<file path="src/rtl/mem_port_arbiter_if.sv">
// Bundle of the two master ports, the RAM pins and the grant indicator of
// mem_port_arbiter; slave is the arbiter's view, master is the surrounding system.
interface mem_port_arbiter_if #(
    parameter int DW = 32
);
    logic          m0_req;
    logic          m0_we;
    logic [DW-1:0] m0_addr;
    logic [DW-1:0] m0_wdata;
    logic [3:0]    m0_sel;
    logic          m0_ack;
    logic [DW-1:0] m0_rdata;

    logic          m1_req;
    logic [DW-1:0] m1_addr;
    logic          m1_ack;
    logic [DW-1:0] m1_rdata;

    logic          ram_ce;
    logic          ram_we;
    logic [DW-1:0] ram_addr;
    logic [DW-1:0] ram_data_o;
    logic [3:0]    ram_sel;
    logic [DW-1:0] ram_data_i;

    logic          grant_m1;

    modport slave (
        input  m0_req, m0_we, m0_addr, m0_wdata, m0_sel,
        output m0_ack, m0_rdata,
        input  m1_req, m1_addr,
        output m1_ack, m1_rdata,
        output ram_ce, ram_we, ram_addr, ram_data_o, ram_sel,
        input  ram_data_i,
        output grant_m1
    );

    modport master (
        output m0_req, m0_we, m0_addr, m0_wdata, m0_sel,
        input  m0_ack, m0_rdata,
        output m1_req, m1_addr,
        input  m1_ack, m1_rdata,
        input  ram_ce, ram_we, ram_addr, ram_data_o, ram_sel,
        output ram_data_i,
        input  grant_m1
    );
endinterface

</file>
<file path="src/rtl/mem_port_arbiter.sv">
// Two-master arbiter for the single-port data RAM: fixed M0 priority with a
// burst guard for M1, IDLE/BUSY/RESP access sequencing and per-master held read data.
module mem_port_arbiter #(
    parameter int DW          = 32,
    parameter int WAIT_STATES = 1,
    parameter int MAX_BURST   = 4
) (
    input logic               clk,
    input logic               rst,
    mem_port_arbiter_if.slave bus
);

    localparam int              BW          = $clog2(MAX_BURST + 1);
    localparam logic [BW-1:0]   BURST_LIMIT = BW'(MAX_BURST);
    localparam logic [3:0]      WAIT_LOAD   = 4'(WAIT_STATES);

    typedef enum logic [1:0] {
        IDLE = 2'd0,
        BUSY = 2'd1,
        RESP = 2'd2
    } state_t;

    state_t        state;
    logic [3:0]    wcnt;
    logic [BW-1:0] bcnt;
    logic          pick_m1;
    logic [DW-1:0] rd_word;

    assign rd_word = bus.ram_data_i;

    // M1 only overtakes a requesting M0 once M0 has used up its burst allowance.
    always_comb begin
        // NOTE: default first so every path assigns pick_m1; otherwise a latch is inferred.
        pick_m1 = 1'b0;
        if (bus.m1_req && (!bus.m0_req || bcnt == BURST_LIMIT)) begin
            pick_m1 = 1'b1;
        end
    end

    always_ff @(posedge clk or negedge rst) begin
        if (!rst) begin
            state          <= IDLE;
            wcnt           <= '0;
            bcnt           <= '0;
            bus.ram_ce     <= 1'b0;
            bus.ram_we     <= 1'b0;
            bus.ram_addr   <= '0;
            bus.ram_data_o <= '0;
            bus.ram_sel    <= '0;
            bus.m0_ack     <= 1'b0;
            bus.m1_ack     <= 1'b0;
            bus.m0_rdata   <= '0;
            bus.m1_rdata   <= '0;
            bus.grant_m1   <= 1'b0;
        end else begin
            // NOTE: non-blocking assignments keep every register reading pre-edge values.
            bus.m0_ack <= 1'b0;
            bus.m1_ack <= 1'b0;

            case (state)
                IDLE: begin
                    if (!bus.m1_req) begin
                        bcnt <= '0;
                    end
                    if (bus.m0_req || bus.m1_req) begin
                        state        <= BUSY;
                        wcnt         <= WAIT_LOAD;
                        bus.ram_ce   <= 1'b1;
                        bus.grant_m1 <= pick_m1;
                        if (pick_m1) begin
                            bus.ram_we     <= 1'b0;
                            bus.ram_addr   <= bus.m1_addr;
                            bus.ram_data_o <= '0;
                            bus.ram_sel    <= 4'b1111;
                            bcnt           <= '0;
                        end else begin
                            bus.ram_we     <= bus.m0_we;
                            bus.ram_addr   <= bus.m0_addr;
                            bus.ram_data_o <= bus.m0_wdata;
                            bus.ram_sel    <= bus.m0_sel;
                            // Only grants that make M1 wait count toward the burst.
                            if (bus.m1_req && bcnt != BURST_LIMIT) begin
                                bcnt <= bcnt + 1'b1;
                            end
                        end
                    end
                end

                BUSY: begin
                    if (wcnt != 4'd0) begin
                        wcnt <= wcnt - 4'd1;
                    end else begin
                        bus.ram_ce <= 1'b0;
                        bus.ram_we <= 1'b0;
                        state      <= RESP;
                        if (bus.grant_m1) begin
                            bus.m1_ack   <= 1'b1;
                            bus.m1_rdata <= rd_word;
                        end else begin
                            bus.m0_ack <= 1'b1;
                            if (!bus.ram_we) begin
                                bus.m0_rdata <= rd_word;
                            end
                        end
                    end
                end

                RESP: begin
                    state <= IDLE;
                end

                default: begin
                    state <= IDLE;
                end
            endcase
        end
    end

endmodule

</file>
<file path="src/flat_wrapper.sv">
// flat-port wrapper written by rule: the top's interface ports become plain ports
module mem_port_arbiter_flat 
#(
    parameter int DW          = 32,
    parameter int WAIT_STATES = 1,
    parameter int MAX_BURST   = 4
)
  (clk, rst, bus_m0_req, bus_m0_we, bus_m0_addr, bus_m0_wdata, bus_m0_sel, bus_m0_ack, bus_m0_rdata, bus_m1_req, bus_m1_addr, bus_m1_ack, bus_m1_rdata, bus_ram_ce, bus_ram_we, bus_ram_addr, bus_ram_data_o, bus_ram_sel, bus_ram_data_i, bus_grant_m1);
  mem_port_arbiter_if #(.DW(DW)) bus_i ();
  input logic clk;
  input logic rst;
  input wire logic [$bits(bus_i.m0_req)-1:0] bus_m0_req;
  input wire logic [$bits(bus_i.m0_we)-1:0] bus_m0_we;
  input wire logic [$bits(bus_i.m0_addr)-1:0] bus_m0_addr;
  input wire logic [$bits(bus_i.m0_wdata)-1:0] bus_m0_wdata;
  input wire logic [$bits(bus_i.m0_sel)-1:0] bus_m0_sel;
  output wire logic [$bits(bus_i.m0_ack)-1:0] bus_m0_ack;
  output wire logic [$bits(bus_i.m0_rdata)-1:0] bus_m0_rdata;
  input wire logic [$bits(bus_i.m1_req)-1:0] bus_m1_req;
  input wire logic [$bits(bus_i.m1_addr)-1:0] bus_m1_addr;
  output wire logic [$bits(bus_i.m1_ack)-1:0] bus_m1_ack;
  output wire logic [$bits(bus_i.m1_rdata)-1:0] bus_m1_rdata;
  output wire logic [$bits(bus_i.ram_ce)-1:0] bus_ram_ce;
  output wire logic [$bits(bus_i.ram_we)-1:0] bus_ram_we;
  output wire logic [$bits(bus_i.ram_addr)-1:0] bus_ram_addr;
  output wire logic [$bits(bus_i.ram_data_o)-1:0] bus_ram_data_o;
  output wire logic [$bits(bus_i.ram_sel)-1:0] bus_ram_sel;
  input wire logic [$bits(bus_i.ram_data_i)-1:0] bus_ram_data_i;
  output wire logic [$bits(bus_i.grant_m1)-1:0] bus_grant_m1;
  assign bus_i.m0_req = bus_m0_req;
  assign bus_i.m0_we = bus_m0_we;
  assign bus_i.m0_addr = bus_m0_addr;
  assign bus_i.m0_wdata = bus_m0_wdata;
  assign bus_i.m0_sel = bus_m0_sel;
  assign bus_m0_ack = bus_i.m0_ack;
  assign bus_m0_rdata = bus_i.m0_rdata;
  assign bus_i.m1_req = bus_m1_req;
  assign bus_i.m1_addr = bus_m1_addr;
  assign bus_m1_ack = bus_i.m1_ack;
  assign bus_m1_rdata = bus_i.m1_rdata;
  assign bus_ram_ce = bus_i.ram_ce;
  assign bus_ram_we = bus_i.ram_we;
  assign bus_ram_addr = bus_i.ram_addr;
  assign bus_ram_data_o = bus_i.ram_data_o;
  assign bus_ram_sel = bus_i.ram_sel;
  assign bus_i.ram_data_i = bus_ram_data_i;
  assign bus_grant_m1 = bus_i.grant_m1;
  mem_port_arbiter #(.DW(DW), .WAIT_STATES(WAIT_STATES), .MAX_BURST(MAX_BURST)) u_core (.clk(clk), .rst(rst), .bus(bus_i));
endmodule
</file>
<file path="config.mk">
export PLATFORM = sky130hd
export DESIGN_NAME = mem_port_arbiter_flat
export DESIGN_NICKNAME = d
export VERILOG_FILES = /design/src/rtl/mem_port_arbiter_if.sv /design/src/rtl/mem_port_arbiter.sv /design/src/flat_wrapper.sv
export SDC_FILE = /design/constraint.sdc
export NUM_CORES = 1
export LEC_CHECK = 0
export ABC_CLOCK_PERIOD_IN_PS = 3300
export CAP_MARGIN = 20
export CORE_ASPECT_RATIO = 0.9
export CORE_MARGIN = 2
export CORE_UTILIZATION = 45
export DETAILED_ROUTE_END_ITERATION = 7
export PLACE_DENSITY = 0.88
export SETUP_SLACK_MARGIN = 0.4
export SYNTH_ARGS = -nofsm -noshare
export SYNTH_HDL_FRONTEND = slang
export SYNTH_SLANG_ARGS = --single-unit
</file>
<file path="constraint.sdc">
create_clock -name clk -period 3.3 [get_ports clk]
set_clock_uncertainty 0.1 [all_clocks]
set_input_delay 0.495 -clock clk [delete_from_list [all_inputs] [get_ports clk]]
set_output_delay 0.495 -clock clk [all_outputs]
set_load 0.01 [all_outputs]
</file>
==> results.sh <==
export IMPL_grt_pass1_wl_mm=26.99
export IMPL_via_per_inst=5.375
export IMPL_cts_tree="done"
export IMPL_area_growth_pct=57.89
export IMPL_holdWs_ns=-0.003005
export IMPL_rsz0062_at_grt="false"
export IMPL_grt_overflow=0
export IMPL_p_leak_uw=0.004376
export IMPL_crit_type="register to register"
export IMPL_root_buffer="clkbuf_16"
export IMPL_crit_family="simple AND/OR/NAND/NOR gates"
export IMPL_yosys_area_share_xor_xnor_pct=0
export IMPL_synth_adder_area_share_pct=0.6207
export IMPL_synth_top_area_share_pct=60.42
export IMPL_path_cells="inv_1 -> ha_1 -> and3b_4 -> nand3_4 -> mux2_4"
export IMPL_grt_pass1_vias=4989
export IMPL_cp_arrival_ns=2.47
export IMPL_seq_area_frac_synth_pct=60.42
export IMPL_relSlewSlack_pct=54.21
export IMPL_gp_congestion=0.8101
export IMPL_synth_compound_area_share_pct=12.68
export IMPL_period_share_pct=68.67
export IMPL_h_tree_depth=4
export IMPL_synth_cell_types=40
export IMPL_ys_seq_elements=146
export IMPL_initial_core_util_pct=45.77
export IMPL_worst_slew_pin_slew_ns=0.6868
export IMPL_n_fill_cell=856
export IMPL_cp_num_buf_inv=1
export IMPL_cts_buffers=17
export IMPL_synth_simple_gate_area_share_pct=6.849
export IMPL_io_buffers=273
export IMPL_reg2regPathDepth=5
export IMPL_syn_avg_cell_area_um2=15.27
export IMPL_ys_warn_count=0
export IMPL_r2r_slack_ns=1.03
export IMPL_antenna_found_initial=1
export IMPL_core_area_um2=13210
export IMPL_max_cap_viol_count=0
export IMPL_num_nets_final=808
export IMPL_worstPathRequired_ns=3.50
export IMPL_clk_pin_slew_worst_paths_ns=0.06
export IMPL_crit_fanout=32
export IMPL_synth_top_family_by_area="multiplexers"
export IMPL_finalCriticalPeriod_ns=2.266
export IMPL_synthArstFlopShare_pct=100.0
export IMPL_dpl_hpwl_mm=12.29
export IMPL_drt_first_iter_violations=336
export IMPL_routedWlPerCell_um=20.60
export IMPL_clock_latency_ns=0.42
export IMPL_grt_use_total_pct=24.44
export IMPL_cp_end_kind="register"
export IMPL_max_freq_ghz=0.4413
export IMPL_rows=40
export IMPL_cts_setup_buffers=0
export IMPL_syn_area_um2=6047
export IMPL_run_status="finished with violations"
export IMPL_syn_inst=396
export IMPL_cts_sinks=146
export IMPL_ctsHoldBuffers=0
export IMPL_grt_max_degree=77
export IMPL_clockBufferDepth=2
export IMPL_powerDensity_nw_per_um2=1021
export IMPL_start_kind="register"
export IMPL_synth_mux_area_fraction_pct=15.83
export IMPL_final_util_pct=72.26
export IMPL_ir_drop_v=0.0004295
export IMPL_critPathMaxStageDelay_ns=0.52
export IMPL_violations="negative hold slack"
export IMPL_die_area_um2=14380
export IMPL_synth_fp_nets=536
export IMPL_yosys_top_cells_area="dfrtp_1 (60%), mux2_4 (15%), a221o_1 (5.3%)"
export IMPL_synth_edf_count=0
export IMPL_io_pins=274
export IMPL_ys_flop_type="dfrtp_1"
export IMPL_critPathSlowestCell="mux2_4"
export IMPL_yosysTopAreaCell="dfrtp_1"
export IMPL_fp_dieW_um=126.2
export IMPL_hold_viol_final=10
export IMPL_die_y_um=114.0
export IMPL_totalWireLength_mm=17.51
export IMPL_drive_gt1_share_pct=16.74
export IMPL_finalSetupViolations=0
export IMPL_cp_num_cells=5
export IMPL_route_detailed_drc=0
export IMPL_finalMaxSlewViolations=0
export IMPL_tns_ns=0
export IMPL_post_cts_resized=0
export IMPL_antenna_left=0
export IMPL_hold_class="input port to asynchronous set/reset pin"
export IMPL_vias=4569
export IMPL_drtPass1Iterations=4
-- cell type report --
cell class	count	area (um^2)	share of cell area, %
Tap cell	168	210.2	2.202
Clock buffer	18	429.2	4.495
Antenna cell	1	2.502	0.02621
Inverter	7	26.28	0.2752
Clock inverter	14	236.5	2.477
Multi-Input combinational cell	216	2178	22.81
Timing Repair Buffer	280	2811	29.45
Sequential cell	146	3654	38.26
-- synth_stat cells, types with 2 or more instances --
library cell  instances
dfrtp_1             146
mux2_4               60
a22o_1               34
a221o_1              32
and3_1               32
buf_2                 9
buf_6                 9
inv_1                 7
nand2_1               7
clkbuf_1              6
nor2_1                6
mux2_2                5
o22a_1                4
buf_4                 3
ha_1                  3
nor3_1                3
nor3b_1               3
o21ai_0               3
a21o_1                2
nand3_4               2
-- flip-flops by register name, summed over array words and instances, names as in the netlist --
register,cells
u_core.bcnt,3
u_core.bus.grant_m1,1
u_core.bus.m0_ack,1
u_core.bus.m0_rdata,32
u_core.bus.m1_ack,1
u_core.bus.m1_rdata,32
u_core.bus.ram_addr,32
u_core.bus.ram_ce,1
u_core.bus.ram_data_o,32
u_core.bus.ram_sel,4
u_core.bus.ram_we,1
u_core.state,2
u_core.wcnt,4
-- cells in the final DEF, fill, tap and decap left out, types with 2 or more instances in the layout --
cell type	n
nand2_1	6
mux2_2	5
buf_4	5
o22a_1	4
clkbuf_16	17
nor2_1	6
nor3_1	3
nand3_4	2
dfrtp_1	146
o21ai_0	3
mux2_4	60
ha_1	3
a221o_1	32
and3_1	32
clkdlybuf4s50_1	272
clkinv_4	3
clkinv_2	3
buf_12	2
a22o_1	34
bufinv_16	6
a21o_1	2
clkinvlp_4	2
inv_1	7
nor3b_1	3
-- layer usage --
metal	GRT usage [%]	part of all wire, %	vias to the layer above
met5	0	0	-
met4	9.817	2.2	0
met3	6.660	7.1	31
met2	42.69	52	246
met1	28.79	39	2258
li1	-	-	2034
-- kinds of logic after synthesis --
group / count (synthesis)
DFF: 146
AOI/OAI and AO/OA: 84
muxes: 65
and+or+nand+nor: 64
buffers and inverters: 34
adders and majority gates: 3
-- where the power goes --
part           switching, uW  total (uW)  internal [uW]  leakage [uW]
logic                   1640        4320           2680       0.00228
clock network            756        2170           1420      0.000320
registers                606        3260           2650       0.00177
-- metrics by stage --
step	hold WS [ns]	power, uW	instance area (um^2)	instances	worst slack [ns]
6_report	-0.003005	9747	9548	850	1.034
2_1_floorplan	0.09941	5314	6047	396	1.617
3_3_place_gp	0.3639	7388	8880	817	0.8361
5_1_grt	0.03881	10200	9548	850	0.9540
3_5_place_dp	0.3702	7556	8880	817	0.7538
4_1_cts	0.01403	9801	9545	849	1.040
-- final timing paths --
check                                   from                      end
hold reg to reg            u_core.bus.ram_ce        u_core.bus.ram_ce
hold / removal                           rst  u_core.bus.m0_rdata[18]
max in group asynchronous                rst    u_core.bus.ram_sel[0]
setup / recovery              u_core.wcnt[0]   u_core.bus.m1_rdata[7]
setup reg to reg              u_core.wcnt[0]   u_core.bus.m1_rdata[7]
min in group clk           u_core.bus.ram_ce        u_core.bus.ram_ce
No activity file was read; power rests on OpenSTA's default activity.
